--- config.mk ---
export PLATFORM = sky130hd
export DESIGN_NAME = sw_reg_read
export DESIGN_NICKNAME = d
export VERILOG_FILES = /design/src/rtl/wb_pkg.sv /design/src/rtl/wb_slave_resp.sv /design/src/rtl/sw_reg_read.sv
export SDC_FILE = /design/constraint.sdc
export NUM_CORES = 1
export LEC_CHECK = 0
export ABC_AREA = 1
export ABC_CLOCK_PERIOD_IN_PS = 1400
export CORE_MARGIN = 1
export CORE_UTILIZATION = 35
export CTS_CLUSTER_SIZE = 25
export DETAILED_ROUTE_END_ITERATION = 10
export HOLD_SLACK_MARGIN = 0.12
export PLACE_DENSITY = 0.9
export SYNTH_ARGS = -nofsm -noshare
export SYNTH_HDL_FRONTEND = slang
export SYNTH_HIERARCHICAL = 1
export SYNTH_SLANG_ARGS = --single-unit
--- constraint.sdc ---
create_clock -name wb_clk_i -period 1.4 [get_ports wb_clk_i]
set_input_delay 0.28 -clock wb_clk_i [delete_from_list [all_inputs] [get_ports wb_clk_i]]
set_output_delay 0.28 -clock wb_clk_i [all_outputs]
set_load 0.1 [all_outputs]
--- src/rtl/wb_pkg.sv ---
// Shared Wishbone bus widths, response encoding and the address-window decode helper.
package wb_pkg;

    localparam int WB_ADDR_W = 32;
    localparam int WB_DATA_W = 32;

    typedef enum logic [1:0] {
        RESP_NONE = 2'd0,
        RESP_ACK  = 2'd1,
        RESP_ERR  = 2'd2
    } resp_e;

    // Inclusive unsigned window test; every address inside aliases the same register.
    function automatic logic in_range(
        input logic [WB_ADDR_W-1:0] adr,
        input logic [WB_ADDR_W-1:0] base,
        input logic [WB_ADDR_W-1:0] high
    );
        return (adr >= base) && (adr <= high);
    endfunction

endpackage

--- src/rtl/wb_slave_resp.sv ---
// Single-cycle Wishbone response generator: a request produces one ack (read) or one err (write).
module wb_slave_resp
    import wb_pkg::*;
(
    input  logic clk_i,
    input  logic reset_i,
    input  logic req_i,
    input  logic we_i,
    output logic ack_o,
    output logic err_o
);

    resp_e resp_q;
    resp_e resp_d;

    always_comb begin
        resp_d = RESP_NONE;
        if (req_i) begin
            resp_d = we_i ? RESP_ERR : RESP_ACK;
        end
    end

    always_ff @(posedge clk_i) begin
        if (reset_i) begin
            resp_q <= RESP_NONE;
        end else begin
            resp_q <= resp_d;
        end
    end

    assign ack_o = (resp_q == RESP_ACK);
    assign err_o = (resp_q == RESP_ERR);

endmodule

--- src/rtl/sw_reg_read.sv ---
// Read-only software register: fabric value sampled every cycle, exposed to the CPU over Wishbone.
module sw_reg_read
    import wb_pkg::*;
#(
    parameter logic [31:0] C_BASEADDR   = 32'h0000_0000,
    parameter logic [31:0] C_HIGHADDR   = 32'h0000_FFFF,
    parameter int          C_DATA_WIDTH = 32
)(
    input  logic                    wb_clk_i,
    input  logic                    wb_rst_i,
    input  logic                    wb_cyc_i,
    input  logic                    wb_stb_i,
    input  logic                    wb_we_i,
    input  logic [3:0]              wb_sel_i,
    input  logic [WB_ADDR_W-1:0]    wb_adr_i,
    input  logic [WB_DATA_W-1:0]    wb_dat_i,
    output logic [WB_DATA_W-1:0]    wb_dat_o,
    output logic                    wb_ack_o,
    output logic                    wb_err_o,
    input  logic                    fabric_clk,
    input  logic [C_DATA_WIDTH-1:0] fabric_data_in
);

    logic [C_DATA_WIDTH-1:0] shadow_q;
    logic [WB_DATA_W-1:0]    dat_q;
    logic [WB_DATA_W-1:0]    dat_d;
    logic [WB_DATA_W-1:0]    shadowExt;
    logic                    hit;
    logic                    req;
    logic                    unusedInputs;

    // Byte selects, write data and the fabric clock have no function in a read-only register.
    assign unusedInputs = ^{wb_sel_i, wb_dat_i, fabric_clk};

    // Gating on the current ack/err keeps every response a one-cycle pulse.
    assign hit = in_range(wb_adr_i, C_BASEADDR, C_HIGHADDR);
    assign req = wb_cyc_i & wb_stb_i & hit & ~wb_ack_o & ~wb_err_o;

    always_comb begin
        shadowExt                      = '0;
        shadowExt[C_DATA_WIDTH-1:0]    = shadow_q;
        dat_d                          = (req & ~wb_we_i) ? shadowExt : '0;
    end

    always_ff @(posedge wb_clk_i) begin
        if (wb_rst_i) begin
            shadow_q <= '0;
            dat_q    <= '0;
        end else begin
            shadow_q <= fabric_data_in;
            dat_q    <= dat_d;
        end
    end

    assign wb_dat_o = dat_q;

    wb_slave_resp u_resp (
        .clk_i   (wb_clk_i),
        .reset_i (wb_rst_i),
        .req_i   (req),
        .we_i    (wb_we_i),
        .ack_o   (wb_ack_o),
        .err_o   (wb_err_o)
    );

endmodule

* Yosys cells after proc, flatten, opt, wreduce, memory -nomap -nowiden
Index checks and enable logic that the tools add are counted.
** Cells by class
- $lt $le $gt $ge :: 2
- Equality and inequality tests :: 2
- Mux-type cells :: 1
- Bitwise operators :: 10
- Reduce and logical (&&, ||, !) cells :: 3
** Operators by type and width (number)
- $ge 32x1->1 const B :: 1
- $le 32x16->1 const B :: 1
- $and 1x1->1 :: 5
- $not 1->1 :: 5
- $reduce_or 2->1 :: 2
- $eq 2x1->1 const B :: 1
- $eq 2x2->1 const B :: 1
- $mux 2 :: 1
- $logic_and 1x1->1 :: 1
** Storage, ports and cells
- Flip-flop bits (word level) :: 66
- Input port bits :: 106
- Output and inout bits :: 34
- Logic and storage cells :: 21

* Logic depth before layout (Yosys ltp)
- Word-level depth :: 8
- Mapped depth :: 7
- Depth with buffers taken out :: 7

* Cells and area by module
The synthesis kept the hierarchy.
** By module, submodules not included
- sw_reg_read :: instances 1, cells an instance 218, area an instance 2004.4 µm², sequential area each 1281.2 µm²
- wb_slave_resp :: instances 1, cells an instance 11, area an instance 73.8 µm², sequential area each 40.0 µm²

* Least setup slack after synthesis
OpenSTA, ideal clock, no wires.
- Path type :: reg2reg
- Start point :: register u_resp.resp_q[0]
- End point :: register dat_q[0], in the netlist wb_dat_o[0]
- Library setup time :: 0.112 ns
- Arrival time :: 2.299 ns
- Data required time :: 1.288 ns
- Path slack :: -1.012 ns
- Stages on the path, launching flop included :: 8
- Path buffers :: 1
- Clock period less this slack :: 2.412 ns
- Path through :: dfxtp_1 > inv_1 > nor2_1 > nor2_1 > and2_1 > nand4_4 > buf_6 > nor2_2
** Between the ends
- Longest elaborated chain between the ends :: 7
- Elaborated cells on any way between the ends :: 9
- Those cells by class :: eq/ne: 2; bitwise: 6; reduce/logical: 1
** RTL lines
- start, declared :: line wb_slave_resp.sv:13 : resp_e resp_q;
- start signal, assigned :: line wb_slave_resp.sv:27 : resp_q <= resp_d;
- $eq 2x1->1 :: line wb_slave_resp.sv:31 : assign ack_o = (resp_q == RESP_ACK);
- net wb_ack_o :: line sw_reg_read.sv:18 : output logic wb_ack_o,
- $not 1->1 :: line sw_reg_read.sv:37 : assign req = wb_cyc_i & wb_stb_i & hit & ~wb_ack_o & ~wb_err_o;
- $and 1x1->1 (2 in a row) :: line sw_reg_read.sv:37
- $and 1x1->1 :: line sw_reg_read.sv:42 : dat_d = (req & ~wb_we_i) ? shadowExt : '0;
- $not 1->1 (no source line)
- $reduce_or 2->1 (no source line)
- end signal, assigned :: line sw_reg_read.sv:51 : dat_q <= dat_d;
- end, declared :: line sw_reg_read.sv:25 : logic [WB_DATA_W-1:0] dat_q;
The timed path passes the listed nets, and every way through them passes these cells.
A chain may end at the register's enable or synchronous reset.

* Final worst setup path
- Start point :: register u_resp.resp_q[0]
- End point :: output port wb_ack_o
** Between the ends
- Longest elaborated chain between the ends :: 1
** RTL lines (line)
- $eq 2x1->1 :: wb_slave_resp.sv:31
- end, declared :: sw_reg_read.sv:18
Every way passes these cells.

==> flow_metrics.tcl <==
set metrics [dict create \
    grt_antenna_before_repair 0 \
    period_minus_slack_ns 1.31 \
    detail-route-antenna-nets 0 \
    synthFlopType "dfxtp_1" \
    grt_pass1_vias 1601 \
    synth_cells 229 \
    clock-root-buffer "clkbuf_8" \
    ys_warn_count 6 \
    r2r_cells 7 \
    critical-path-top-delay-family "flip-flops" \
    drt_pass1_iterations 3 \
    hpwl_um 3080 \
    ys_types 12 \
    grt_max_degree 33 \
    setup_viol 0 \
    slew_violations 0 \
    clk_latency_ns 0.32 \
    slew_headroom_pct 84.8 \
    coreArea_mm2 0.00561 \
    synth_top_area_share_pct 63.6 \
    cpMaxStageDelayCell "dfxtp_2" \
    drc 0 \
    vias 1531 \
    critPathCaptureType "primary output" \
    rsz0062_at_grt "no" \
    crit_chain "inv_1 > nor2_4 > buf_12" \
    drv_cap 0 \
    clock_skew_ns 0.00563 \
    cts_buffers 9 \
    clock_sinks 66 \
    grt_first_pass_wirelength_um 6540 \
    vdd_drop_max_mv 0.473 \
    r2r_end "wb_dat_o[4]" \
    rows 27 \
    cpPeakStageDelay_ns 0.35 \
    synthesis.area_mm2 0.00208 \
    timing.rr.start "u_resp/resp_q[1]" \
    cp-startpoint "u_resp/resp_q[0]" \
    worstSetupPathType "reg -> out" \
    dieHeight_um 79.1 \
    routed_wl_um 3870 \
    cts-htree-levels 3 \
    hold_class "reg -> reg" \
    tightestPinTransition_ns 0.228 \
    place_congestion 0.634 \
    synthArstFlopShare_pct 0 \
    post-route-util_pct 64.3 \
    initial_core_util_pct 37.1 \
    die_w_um 79.1 \
    synth_nets 335 \
    cts_tree "built" \
    track_usage_pct 14.2 \
    avgSynthCellArea_um2 9.08 \
    drive_above_1_share_pct 28.6 \
    worst-path-stages 3 \
    cts.path.max_buffers 2 \
    num_antenna_cells 0 \
    nets 430 \
    start_kind "flip-flop" \
    syn2layout_area_growth_pct 73.5 \
    cts_setup_buffers 0 \
    synth.most_common_cell "inv_1" \
    required_ns 1.12 \
    die_area_mm2 0.00625 \
    synth.largest_area_cell "dfxtp_1" \
    synth_commonest_cells "inv_1, dfxtp_1, nor2_1, nor2_2" \
    path_buf_inv 2 \
    arrival_ns 1.03 \
    powerDensity_mw_per_mm2 1000 \
    rrSetupSlack_ns 0.17 \
    crit_path_end "wb_ack_o" \
    hold_viol_final 0 \
    clk_pin_slew_ns 0.07 \
    ys_ff_latch 66 \
    p_total_w 0.00362 \
    synthTopCellsByArea "dfxtp_1, inv_1, nor2_2" \
    cts-hold-fix-buffers 0 \
    synth-seq-area-share_pct 63.6 \
    finalSetupTns_ns 0 \
    post-route-period-util_pct 93.9 \
    max_freq_mhz 761 \
    wl_per_cell_um 9.64 \
    cp_max_fo 2 \
    status "complete, no violations" \
    via_per_inst 3.82 \
    portBuffers 86 \
    p_leak_nw 1.58 \
    drt_iter0_markers 16 \
    postCtsResizedCells 0 \
    synth_edf_count 0 \
    gr-total-overflow 0 \
    io_pins 140 \
]
[worst min-delay path: stages, from the launching register on]
cell	delay, ns
dfxtp_1	0.30
inv_1	0.04
nor2_1	0.03
[routing by layer]
layer | wire (um) | up-vias | GRT usage, %
li1 | - | 812 | -
met1 | 1290 | 658 | 12.1
met2 | 2320 | 54 | 28.8
met3 | 176 | 7 | 3.79
met4 | 85 | 0 | 8.18
met5 | 0 | - | 0
[layout by cell type, fill, tap and decap left out]
master / count
inv_1: 67
dfxtp_1: 64
clkdlybuf4s50_1: 52
nor2_1: 45
buf_12: 37
nor2_2: 30
clkbuf_8: 12
nor2_4: 5
nand2_1: 3
clkbuf_1: 3
buf_4: 2
dfxtp_2: 2
nand3_1: 1
and2_4: 1
and3_4: 1
nand4_4: 1
clkinvlp_4: 1
inv_2: 1
nand2_2: 1
[layout make-up]
class / count / area [um^2]
well taps: 72 / 90.1
clock buffers: 15 / 176
repair buffers: 91 / 1280
inverters: 68 / 255
flip-flops and latches: 66 / 1320
multi-input cells: 88 / 477
fillers: 475 / 2000
clock inverters: 1 / 7.51
[report_power, final]
part / total [W] / switching, W / internal [W]
sequential: 0.00194 / 0.0000128 / 0.00193
combinational: 0.000258 / 0.0000872 / 0.000171
clock: 0.00142 / 0.000628 / 0.000791
[sequential cells by signal (all words and copies together), names as in the netlist]
| signal | flops |
|---|---|
| wb_dat_o | 32 |
| shadowExt | 32 |
| u_resp/resp_q | 2 |
[kinds of logic (layout without fill, tap and decap cells)]
logic type | after synthesis | count (layout) | synth area share (%)
and+or+nand+nor | 88 | 88 | 21.8
buffers and inverters | 75 | 175 | 14.6
DFF | 66 | 66 | 63.6
[through the flow]
step | setup WS, ns | area (um^2) | hold slack [ns] | std cells
floorplan | -0.143 | 2120 | 0.344 | 229
global placement | -0.116 | 3420 | 0.394 | 385
detailed placement | -0.199 | 3420 | 0.404 | 385
CTS | 0.0396 | 3610 | 0.415 | 401
global route | 0.0165 | 3610 | 0.435 | 401
finish | 0.0852 | 3610 | 0.410 | 401
[worst min path at each step]
| stage | startpoint | endpoint | slack, ns | cells past startpoint |
|---|---|---|---|---|
| after floorplan | wb_we_i | u_resp/resp_q[0] | 0.34 | 1 |
| after global placement | shadowExt[13] | wb_dat_o[13] | 0.39 | 2 |
| after detailed placement | shadowExt[12] | wb_dat_o[12] | 0.40 | 2 |
| after CTS | shadowExt[12] | wb_dat_o[12] | 0.41 | 2 |
| after global routing | shadowExt[16] | wb_dat_o[16] | 0.43 | 2 |
| final | shadowExt[12] | wb_dat_o[12] | 0.41 | 2 |
Power figures use the tool's default switching activity.
==> patch (same flow settings) <==
Register the output `wb_err_o`, with the module's reset; this adds one clock of latency there. The other outputs are not delayed to match.
--- a/src/rtl/sw_reg_read.sv
+++ b/src/rtl/sw_reg_read.sv
@@ -21,6 +21,8 @@
     input  logic [C_DATA_WIDTH-1:0] fabric_data_in
 );
 
+    logic wb_err_d;
+
     logic [C_DATA_WIDTH-1:0] shadow_q;
     logic [WB_DATA_W-1:0]    dat_q;
     logic [WB_DATA_W-1:0]    dat_d;
@@ -34,7 +36,7 @@
 
     // Gating on the current ack/err keeps every response a one-cycle pulse.
     assign hit = in_range(wb_adr_i, C_BASEADDR, C_HIGHADDR);
-    assign req = wb_cyc_i & wb_stb_i & hit & ~wb_ack_o & ~wb_err_o;
+    assign req = wb_cyc_i & wb_stb_i & hit & ~wb_ack_o & ~wb_err_d;
 
     always_comb begin
         shadowExt                      = '0;
@@ -60,8 +62,16 @@
         .req_i   (req),
         .we_i    (wb_we_i),
         .ack_o   (wb_ack_o),
-        .err_o   (wb_err_o)
+        .err_o   (wb_err_d)
     );
+
+    always_ff @(posedge wb_clk_i) begin
+        if (wb_rst_i) begin
+            wb_err_o <= '0;
+        end else begin
+            wb_err_o <= wb_err_d;
+        end
+    end
 
 endmodule
 
Behaviour: not the same (a bounded check fails within 4 cycles, from zero or initial values and one cycle with wb_rst_i high).
==> patch against the unedited design <==
Count of clock-buffer cells in the layout down 3; largest cell class unchanged; synthesized area up 1.4%; total power up 11%; setup slack worse by 0.0030 ns; largest power group unchanged; cell area up 1.9%; synthesized cell count up 1.3%; via count up 5.1%; hold slack better by 0.0064 ns; clock skew up 0.0026 ns; non-clock buffer count up 1; sequential cell count up 1; routed wire length up 5.3%.
==> patch: results (changes against the unedited design) <==
Status: finished clean (unchanged)
H-tree depth: 3 (unchanged)
CP peak stage delay: 0.34 ns
Net Count, Synth: 338 (was 335)
Signal inverters: 69 (was 68)
Clk_skew: 0.00825 ns (was 0.00563 ns)
Reg area: 0.00134 mm^2 (was 0.00132 mm^2)
Antenna diodes: 0 (unchanged)
CTS-repair resized insts: 0 (unchanged)
Signal buf overhead: 34.9% (was 35.4%)
Share of cells above drive strength 1: 28.5% (was 28.6%)
Post-synthesis sequential area ratio: 63.6% (about the same)
Clk_buf instances: 12 (was 15)
Non-clock buffers: 92 (was 91)
First-pass GRT wire length: 6.69 mm (was 6.54 mm)
Synth top cells by count: inv_1, dfxtp_1, nor2_1, nor2_2, nand2_1 (was inv_1, dfxtp_1, nor2_1, nor2_2)
Initial antenna violation count: 0 (unchanged)
Mapped cell area: 0.00211 mm^2 (was 0.00208 mm^2)
Worst Hold Class: flip-flop to flip-flop (unchanged)
Top cells by area, synth: dfxtp_1, inv_1, nor2_2 (unchanged)
Sequential share of cell area: 36.5% (was 36.7%)
Worst-path clk slew: 0.07 ns (about the same)
Slew @ Worst Pin: 0.172 ns (was 0.228 ns)
Worst skew pair latency: 0.34 ns (was 0.32 ns)
Layout Nets: 434 (was 430)
Dpl cell area: 0.00345 mm^2 (was 0.00342 mm^2)
Via count: 1609 (was 1531)
Static Leak: 1.61 nW (was 1.58 nW)
VDD IR max: 0.638 mV (was 0.473 mV)
Drt first pass iters: 4 (was 3)
Slowest cell on crit path: dfxtp_2 (unchanged)
Synth async-reset ratio: 0% (unchanged)
Gr usage total: 14.8% (was 14.2%)
Synth warn: 6 (unchanged)
Clock-cell share: 6.19% (was 5.10%)
Crit-path max FO: 2 (unchanged)
Count of multi-input gates: 89 (was 88)
Post-CTS Setup Inserts: 0 (unchanged)
Post-DP HPWL: 3.18 mm (was 3.08 mm)
Yosys reg bits: 67 (was 66)
Clock root buffer: clkbuf_8 (unchanged)
Multi-input logic portion of the cell area: 12.9% (was 13.2%)
Gpl congestion: 0.674 (was 0.634)
Largest net degree at the start of global routing: 24 (was 33)
DRC: 0 (unchanged)
WL per Instance: 10.1 um (was 9.64 um)
Max Cap Viol: 0 (unchanged)
Fillers: 419 (was 475)
Post-synth top flop: dfxtp_1 (unchanged)
Place WS: -0.174 ns (was -0.199 ns)
Initial DRC count: 22 (was 16)
Num CTS Buffers: 9 (unchanged)
Synth cell types: 13 (was 12)
patch: cells by family (layout without fill, tap and decap cells):
group,after synthesis,in the layout,share of synthesized area (%)
and+or+nand+nor,89,89,21.7
buffers and inverters,76,177,14.7
DFF,67,67,63.6
patch: final timing paths:
kind / from / end / cells after the start / slack [ns]
hold / removal: shadowExt[28]$_SDFF_PP0_ / wb_dat_o[28]$_SDFF_PP0_ / 2 / 0.42
setup / recovery: u_resp/resp_q[0]$_SDFF_PP0_ / wb_ack_o / 3 / 0.08
hold reg to reg: shadowExt[28]$_SDFF_PP0_ / wb_dat_o[28]$_SDFF_PP0_ / 2 / 0.42
setup reg to reg: u_resp/resp_q[1]$_SDFF_PP0_ / wb_dat_o[0]$_SDFF_PP0_ / 7 / 0.18
patch: critical path, delay by kind of cell, from the launching register on:
kind	cells	cell delay, ns
buf+inv	2	0.23
flops	1	0.34
simple gates	1	0.14
patch: metrics by stage:
| step | setup TNS [ns] | hold WS [ns] | cells |
|---|---|---|---|
| global route | 0 | 0.435 | 405 |
| detailed placement | -4.90 | 0.411 | 389 |
| global placement | -2.82 | 0.397 | 389 |
| floorplan | -2.59 | 0.344 | 232 |
| finish | 0 | 0.416 | 405 |
| CTS | 0 | 0.421 | 405 |
patch: layer usage:
metal | track usage, % | up-vias | share of wire, %
li1 | - | 820 | -
met1 | 13.4 | 716 | 35
met2 | 27.2 | 65 | 55
met3 | 5.83 | 8 | 7.1
met4 | 9.27 | 0 | 2.5
met5 | 0 | - | 0
patch: report_power, final:
part	internal [mW]	total (mW)	switching (mW)	leakage, nW
clock network	1.10	1.78	0.682	0.113
logic	0.171	0.264	0.0923	0.952
registers	1.95	1.97	0.0115	0.549
total	3.22	4.01	0.786	1.61
